==> src/rtl/branch_resolve_pkg.sv <==
// Shared definitions for the branch resolution unit: FSM encoding, default
// history width and the sequential-PC increment.
package branch_resolve_pkg;

   typedef enum logic {
      RUN     = 1'b0,
      RECOVER = 1'b1
   } state_e;

   localparam int          SHIFT_DEFAULT = 8;
   localparam logic [31:0] PC_INC        = 32'd4;

endpackage

==> src/rtl/branch_resolve_if.sv <==
// Fetch/execute <-> branch_resolve signal bundle. The master side is the
// pipeline (fetch and execute); the slave side is the resolution unit.
interface branch_resolve_if
   import branch_resolve_pkg::*;
#(
   parameter int SHIFT = SHIFT_DEFAULT
) ();

   logic             pred_valid;
   logic             pred_taken;
   logic [31:0]      pred_pc;
   logic [SHIFT-1:0] pred_hist;

   logic             res_valid;
   logic             res_taken;
   logic [31:0]      res_target;

   logic             upd_valid;
   logic [31:0]      upd_pc;
   logic [SHIFT-1:0] upd_hist;
   logic             upd_taken;

   logic             mispredict;
   logic [31:0]      redirect_pc;
   logic [SHIFT-1:0] spec_hist;
   logic             full;
   logic             empty;

   modport master (
      output pred_valid, pred_taken, pred_pc, pred_hist,
      output res_valid, res_taken, res_target,
      input  upd_valid, upd_pc, upd_hist, upd_taken,
      input  mispredict, redirect_pc, spec_hist, full, empty
   );

   modport slave (
      input  pred_valid, pred_taken, pred_pc, pred_hist,
      input  res_valid, res_taken, res_target,
      output upd_valid, upd_pc, upd_hist, upd_taken,
      output mispredict, redirect_pc, spec_hist, full, empty
   );

endinterface

==> src/rtl/branch_fifo.sv <==
// In-flight branch queue: {pc, taken, hist} entries in program order, with a
// single-cycle flush that discards every entry on a mispredict.
module branch_fifo #(
   parameter int DEPTH = 4,
   parameter int SHIFT = 8
) (
   input  logic             clk,
   input  logic             rst,
   input  logic             push,
   input  logic             pop,
   input  logic             flush,
   input  logic [31:0]      push_pc,
   input  logic             push_taken,
   input  logic [SHIFT-1:0] push_hist,
   output logic [31:0]      head_pc,
   output logic             head_taken,
   output logic [SHIFT-1:0] head_hist,
   output logic             full,
   output logic             empty
);

   localparam int PTR_W = $clog2(DEPTH);
   localparam int CNT_W = PTR_W + 1;

   logic [31:0]      pc_mem    [DEPTH];
   logic             taken_mem [DEPTH];
   logic [SHIFT-1:0] hist_mem  [DEPTH];

   logic [PTR_W-1:0] wr_ptr;
   logic [PTR_W-1:0] rd_ptr;
   logic [CNT_W-1:0] count;

   // NOTE: entry storage has no reset; count/pointers alone decide validity.
   always_ff @(posedge clk) begin
      if (push) begin
         pc_mem[wr_ptr]    <= push_pc;
         taken_mem[wr_ptr] <= push_taken;
         hist_mem[wr_ptr]  <= push_hist;
      end
   end

   // NOTE: sequential state uses non-blocking assignments only.
   always_ff @(posedge clk) begin
      if (rst || flush) begin
         wr_ptr <= '0;
         rd_ptr <= '0;
         count  <= '0;
      end else begin
         if (push) wr_ptr <= wr_ptr + PTR_W'(1);
         if (pop)  rd_ptr <= rd_ptr + PTR_W'(1);
         if (push && !pop)      count <= count + CNT_W'(1);
         else if (pop && !push) count <= count - CNT_W'(1);
      end
   end

   assign head_pc    = pc_mem[rd_ptr];
   assign head_taken = taken_mem[rd_ptr];
   assign head_hist  = hist_mem[rd_ptr];
   assign full       = (count == CNT_W'(DEPTH));
   assign empty      = (count == '0);

endmodule

==> src/rtl/branch_resolve.sv <==
// Branch resolution: compares resolved direction with the queued prediction,
// trains the predictor, repairs speculative history and requests flushes.
// Optional statistics counters are enabled with `define BRANCH_STATS_EN.
module branch_resolve
   import branch_resolve_pkg::*;
#(
   parameter int DEPTH = 4,
   parameter int SHIFT = SHIFT_DEFAULT
) (
   input logic             clk,
   input logic             rst,
   branch_resolve_if.slave bus
`ifdef BRANCH_STATS_EN
   ,
   output logic [31:0]     branch_cnt,
   output logic [31:0]     correct_cnt
`endif
);

   state_e           state;
   state_e           next_state;
   logic             push;
   logic             pop;
   logic             mis;
   logic [31:0]      head_pc;
   logic             head_taken;
   logic [SHIFT-1:0] head_hist;

   branch_fifo #(
      .DEPTH (DEPTH),
      .SHIFT (SHIFT)
   ) u_fifo (
      .clk        (clk),
      .rst        (rst),
      .push       (push),
      .pop        (pop),
      .flush      (mis),
      .push_pc    (bus.pred_pc),
      .push_taken (bus.pred_taken),
      .push_hist  (bus.pred_hist),
      .head_pc    (head_pc),
      .head_taken (head_taken),
      .head_hist  (head_hist),
      .full       (bus.full),
      .empty      (bus.empty)
   );

   always_ff @(posedge clk) begin
      if (rst) state <= RUN;
      else     state <= next_state;
   end

   // NOTE: every always_comb output gets a default first, so no latches.
   always_comb begin
      next_state = state;
      pop        = 1'b0;
      mis        = 1'b0;
      push       = 1'b0;
      unique case (state)
         RUN: begin
            pop  = bus.res_valid && !bus.empty;
            mis  = pop && (bus.res_taken != head_taken);
            // A pop frees a slot this cycle, so a full queue still accepts.
            push = bus.pred_valid && (!bus.full || pop) && !mis;
            if (mis) next_state = RECOVER;
         end
         RECOVER: next_state = RUN;
         default: next_state = RUN;
      endcase
   end

   always_ff @(posedge clk) begin
      if (rst) begin
         bus.upd_valid   <= 1'b0;
         bus.upd_pc      <= '0;
         bus.upd_hist    <= '0;
         bus.upd_taken   <= 1'b0;
         bus.mispredict  <= 1'b0;
         bus.redirect_pc <= '0;
         bus.spec_hist   <= '0;
      end else begin
         bus.upd_valid  <= pop;
         bus.mispredict <= mis;
         if (pop) begin
            bus.upd_pc      <= head_pc;
            bus.upd_hist    <= head_hist;
            bus.upd_taken   <= bus.res_taken;
            bus.redirect_pc <= bus.res_taken ? bus.res_target : head_pc + PC_INC;
         end
         // Recovery rebuilds history from the snapshot taken at prediction.
         if (mis)       bus.spec_hist <= {head_hist[SHIFT-2:0], bus.res_taken};
         else if (push) bus.spec_hist <= {bus.spec_hist[SHIFT-2:0], bus.pred_taken};
      end
   end

`ifdef BRANCH_STATS_EN
   always_ff @(posedge clk) begin
      if (rst) begin
         branch_cnt  <= '0;
         correct_cnt <= '0;
      end else if (pop) begin
         branch_cnt <= branch_cnt + 32'd1;
         if (!mis) correct_cnt <= correct_cnt + 32'd1;
      end
   end
`endif

endmodule
==> src/flat_wrapper.sv <==
// flat-port wrapper written by rule: the top's interface ports become plain ports
module branch_resolve_flat import branch_resolve_pkg::*;
#(
   parameter int DEPTH = 4,
   parameter int SHIFT = SHIFT_DEFAULT
)
  (clk, rst, bus_pred_valid, bus_pred_taken, bus_pred_pc, bus_pred_hist, bus_res_valid, bus_res_taken, bus_res_target, bus_upd_valid, bus_upd_pc, bus_upd_hist, bus_upd_taken, bus_mispredict, bus_redirect_pc, bus_spec_hist, bus_full, bus_empty);
  branch_resolve_if #(.SHIFT(SHIFT)) bus_i ();
  input logic clk;
  input logic rst;
  input wire logic [$bits(bus_i.pred_valid)-1:0] bus_pred_valid;
  input wire logic [$bits(bus_i.pred_taken)-1:0] bus_pred_taken;
  input wire logic [$bits(bus_i.pred_pc)-1:0] bus_pred_pc;
  input wire logic [$bits(bus_i.pred_hist)-1:0] bus_pred_hist;
  input wire logic [$bits(bus_i.res_valid)-1:0] bus_res_valid;
  input wire logic [$bits(bus_i.res_taken)-1:0] bus_res_taken;
  input wire logic [$bits(bus_i.res_target)-1:0] bus_res_target;
  output wire logic [$bits(bus_i.upd_valid)-1:0] bus_upd_valid;
  output wire logic [$bits(bus_i.upd_pc)-1:0] bus_upd_pc;
  output wire logic [$bits(bus_i.upd_hist)-1:0] bus_upd_hist;
  output wire logic [$bits(bus_i.upd_taken)-1:0] bus_upd_taken;
  output wire logic [$bits(bus_i.mispredict)-1:0] bus_mispredict;
  output wire logic [$bits(bus_i.redirect_pc)-1:0] bus_redirect_pc;
  output wire logic [$bits(bus_i.spec_hist)-1:0] bus_spec_hist;
  output wire logic [$bits(bus_i.full)-1:0] bus_full;
  output wire logic [$bits(bus_i.empty)-1:0] bus_empty;
  assign bus_i.pred_valid = bus_pred_valid;
  assign bus_i.pred_taken = bus_pred_taken;
  assign bus_i.pred_pc = bus_pred_pc;
  assign bus_i.pred_hist = bus_pred_hist;
  assign bus_i.res_valid = bus_res_valid;
  assign bus_i.res_taken = bus_res_taken;
  assign bus_i.res_target = bus_res_target;
  assign bus_upd_valid = bus_i.upd_valid;
  assign bus_upd_pc = bus_i.upd_pc;
  assign bus_upd_hist = bus_i.upd_hist;
  assign bus_upd_taken = bus_i.upd_taken;
  assign bus_mispredict = bus_i.mispredict;
  assign bus_redirect_pc = bus_i.redirect_pc;
  assign bus_spec_hist = bus_i.spec_hist;
  assign bus_full = bus_i.full;
  assign bus_empty = bus_i.empty;
  branch_resolve #(.DEPTH(DEPTH), .SHIFT(SHIFT)) u_core (.clk(clk), .rst(rst), .bus(bus_i));
endmodule
==> config.mk <==
export PLATFORM = sky130hd
export DESIGN_NAME = branch_resolve_flat
export DESIGN_NICKNAME = d
export VERILOG_FILES = /design/src/rtl/branch_resolve_pkg.sv /design/src/rtl/branch_resolve_if.sv /design/src/rtl/branch_fifo.sv /design/src/rtl/branch_resolve.sv /design/src/flat_wrapper.sv
export SDC_FILE = /design/constraint.sdc
export NUM_CORES = 1
export LEC_CHECK = 0
export CAP_MARGIN = 30
export CORE_ASPECT_RATIO = 0.5
export CORE_MARGIN = 1.5
export CORE_UTILIZATION = 48
export CTS_CLUSTER_DIAMETER = 80
export DETAILED_ROUTE_END_ITERATION = 10
export GPL_TIMING_DRIVEN = 1
export PLACE_DENSITY = 0.76
export SYNTH_ARGS = -nofsm -noshare
export SYNTH_HDL_FRONTEND = slang
export SYNTH_SLANG_ARGS = --single-unit
==> constraint.sdc <==
create_clock -name clk -period 3.3 [get_ports clk]
set_clock_uncertainty 0.2 [all_clocks]
set_input_delay 0.66 -clock clk [delete_from_list [all_inputs] [get_ports clk]]
set_output_delay 0.66 -clock clk [all_outputs]
set_load 0.02 [all_outputs]
==> flow_summary.toml <==
[layout]
finalInstanceArea_um2 = 12930
fill_cells = 1490
fin_util_pct = 62.62
antenna_cells = 0
layoutNonFillerInstCount = 1181
syn2layout_area_growth_pct = 27.33
fin_nets = 978
drive_gt1_share_pct = 11.89

[worst_setup_path]
cp_cell_sequence = "buf_12 > mux4_1 > nand4_2 > nor4_4 > nand4_1 > xor2_1 > o22ai_1"
crit_family = "simple AND/OR/NAND/NOR gates"
arrival_ns = 3.05
crit_path_max_fanout = 27
path_buf_inv = 1
start_kind = "flip-flop"
slowest_stage = "nor4_4"
criticalPathCategory = "reg -> reg"
max_stage_delay_ns = 0.53
crit_path_end_kind = "flip-flop"
worstPathRequired_ns = 3.46

[sta]
post-route-min-period_ns = 2.888
relSlewSlack_pct = 55.61
slew_violations = 0
setup_viol = 0
fin_crit_sh_pct = 87.50
hold_viol = 0
fin_setup_tns_ns = 0
tightest_slew_ns = 0.6659
clock.fmax_mhz = 346.3
rsz0062_at_grt = "false"

[route]
drc = 0
drtIter0Drc = 581
drtAntennaViolNets = 0
vias_per_cell = 5.576
routedWlPerCell_um = 19.46
vias = 6585
wl_mm = 22.99
first_pass_iters = 5

[synth]
yosys_warnings = 0
synth_edf_count = 164
netlist_top_cells_count = "edfxtp_1, nand2_1, dfxtp_1"
netlist.area_leader.share_pct = 48.50
post-synth-top-count-cell = "edfxtp_1"
synth_nets = 815
synth_top_area_cell = "edfxtp_1"
synth_seq_area_share_pct = 66.64
ys_types = 48
netlist_area_um2 = 10150
syn_area_per_cell_um2 = 13.91
dominantRegCellSynth = "edfxtp_1"
synth_cells = 730
ys_top_cells_by_area = "edfxtp_1, dfxtp_1, mux4_2, nand2_1, a21oi_1"
synth-seq-cells = 256
synthArstFlopShare_pct = 0

[place]
dp_hpwl_mm = 15.64
dp_cells = 1142
gp_congestion = 0.8027
dpl_cell_area_um2 = 12170
port_buffers = 162

[die]
die_y_um = 105.8
rows = 37
ios = 163
core_area_um2 = 20650
die_area_um2 = 22090
start_util_pct = 49.18
die_x_um = 208.7

[power_and_ir_drop]
ir_worst_vdd_v = 0.0003800
powerDensity_nw_per_um2 = 802.2
leakagePower_nw = 4.311

[global_routing]
grt_usage_pct = 20.64
grt_pass1_wl_mm = 35.32
grt_pass1_vias = 6432
antenna_found_initial = 0
grt_start_max_net_pins = 81
grt-ovfl-total = 0

[hold_path]
min_path_type = "reg -> reg"

[clocking]
post_cts_buffers = 0
cts-root-buf = "clkbuf_16"
cts_tree = "built"
numCtsBuffers = 22
cts_resized = 0
max-clock-path-buffers = 3
path_clk_slew_ns = 0.07
clock_latency_ns = 0.50
htreeDepth = 1
cts_sinks = 256
hold_buffers = 0

[job]
cap_violations = 0

[run_status]
status = "completed"
-- worst reg2reg max path, stage by stage (launching register included) --
cell	delay, ns
dfxtp_2	0.44
buf_12	0.26
mux4_1	0.48
nand4_2	0.26
nor4_4	0.53
nand4_1	0.19
xor2_1	0.26
o22ai_1	0.14
-- final timing paths --
| check | startpoint | endpoint | slack [ns] | depth (start not counted) |
|---|---|---|---|---|
| max | flip-flop | u_core.bus.redirect_pc[17] | 0.41 | 7 |
| min | u_core.bus.redirect_pc[4] | u_core.bus.redirect_pc[4] | 0.25 | 2 |
| max reg2reg | flip-flop | u_core.bus.redirect_pc[17] | 0.41 | 7 |
| min reg2reg | u_core.bus.redirect_pc[4] | u_core.bus.redirect_pc[4] | 0.25 | 2 |
-- layer usage --
| metal | wire [um] | up-vias | global-route usage [%] |
|---|---|---|---|
| li1 | - | 3061 | - |
| met1 | 9901 | 3267 | 28.60 |
| met2 | 11270 | 219 | 34.31 |
| met3 | 1280 | 38 | 2.890 |
| met4 | 533 | 0 | 5.901 |
| met5 | 0 | - | 0 |
-- logic make-up (layout without fill, tap and decap cells) --
kind of cell	count (synthesis)	after routing	share of synthesized area (%)
buffers and inverters	58	236	2.736
XOR/XNOR	33	33	2.847
AND/OR/NAND/NOR	203	203	9.735
multiplexers	47	47	9.908
adder cells (fa/ha/maj)	7	7	0.9365
flip-flops	256	256	66.64
AO/OA/AOI/OAI	126	126	7.197
-- cell usage in the layout (no fill, tap or decap), types with 3 or more instances in the layout --
cell type        synthesis  routed
edfxtp_1               164     164
clkdlybuf4s50_1          0     161
nand2_1                112     112
dfxtp_1                 92      90
a21oi_1                 73      73
mux4_2                  31      31
clkbuf_16                0      23
xor2_1                  20      20
nor2_1                  21      20
nor3_1                  16      16
o22ai_1                 16      16
and3_1                  15      15
buf_4                    1      15
xnor2_1                 13      13
inv_1                   11      11
nand3_1                 11      11
o21ai_0                 10      10
mux4_1                   9       9
buf_12                   2       8
mux2i_1                  6       6
nand4_1                  6       6
a22oi_1                  6       6
ha_1                     6       6
a311oi_1                 5       5
clkinvlp_4               0       5
and2_2                   0       4
o211ai_1                 4       4
or3_1                    4       4
bufinv_16                0       4
and2_1                   7       3
clkinv_2                 0       3
clkinv_1                 0       3
-- final cells by class --
type	instances	area, um2	share of cell area [%]
Timing Repair Buffer	184	1884	14.57
Multi-Input combinational cell	416	3122	24.15
Tap cell	273	341.6	2.642
Inverter	13	48.80	0.3774
Sequential cell	256	6769	52.36
Clock inverter	15	183.9	1.423
Clock buffer	24	579.3	4.481
-- registers in the layout, summed over array words and instances, names as in the netlist, named ones only --
| signal | count |
|---|---|
| u_core.bus.upd_valid | 1 |
| u_core.u_fifo.taken_mem | 4 |
| u_core.bus.redirect_pc | 32 |
| u_core.bus.upd_hist | 8 |
| u_core.u_fifo.rd_ptr | 2 |
| u_core.bus.upd_taken | 1 |
| u_core.state | 1 |
| u_core.u_fifo.pc_mem | 128 |
| u_core.bus.spec_hist | 8 |
| u_core.u_fifo.count | 3 |
| u_core.u_fifo.wr_ptr | 2 |
| u_core.bus.upd_pc | 32 |
| u_core.u_fifo.hist_mem | 32 |
-- report_power, final --
part           switching [mW]  total (mW)  internal (mW)
sequential              0.257        4.28           4.02
clock                    1.13        2.71           1.59
combinational            1.92        3.38           1.46
-- metrics by stage --
stage	setup slack (ns)	power, mW	hold WS, ns
after global placement	0.2306	7.650	0.2405
after CTS	0.4346	10.43	0.2547
after global routing	0.2150	10.83	0.2732
after detailed placement	0.1791	7.730	0.2469
final	0.4124	10.37	0.2523
after floorplan	0.1616	6.427	0.3281
Note: power is estimated with default switching activity, not from simulation.
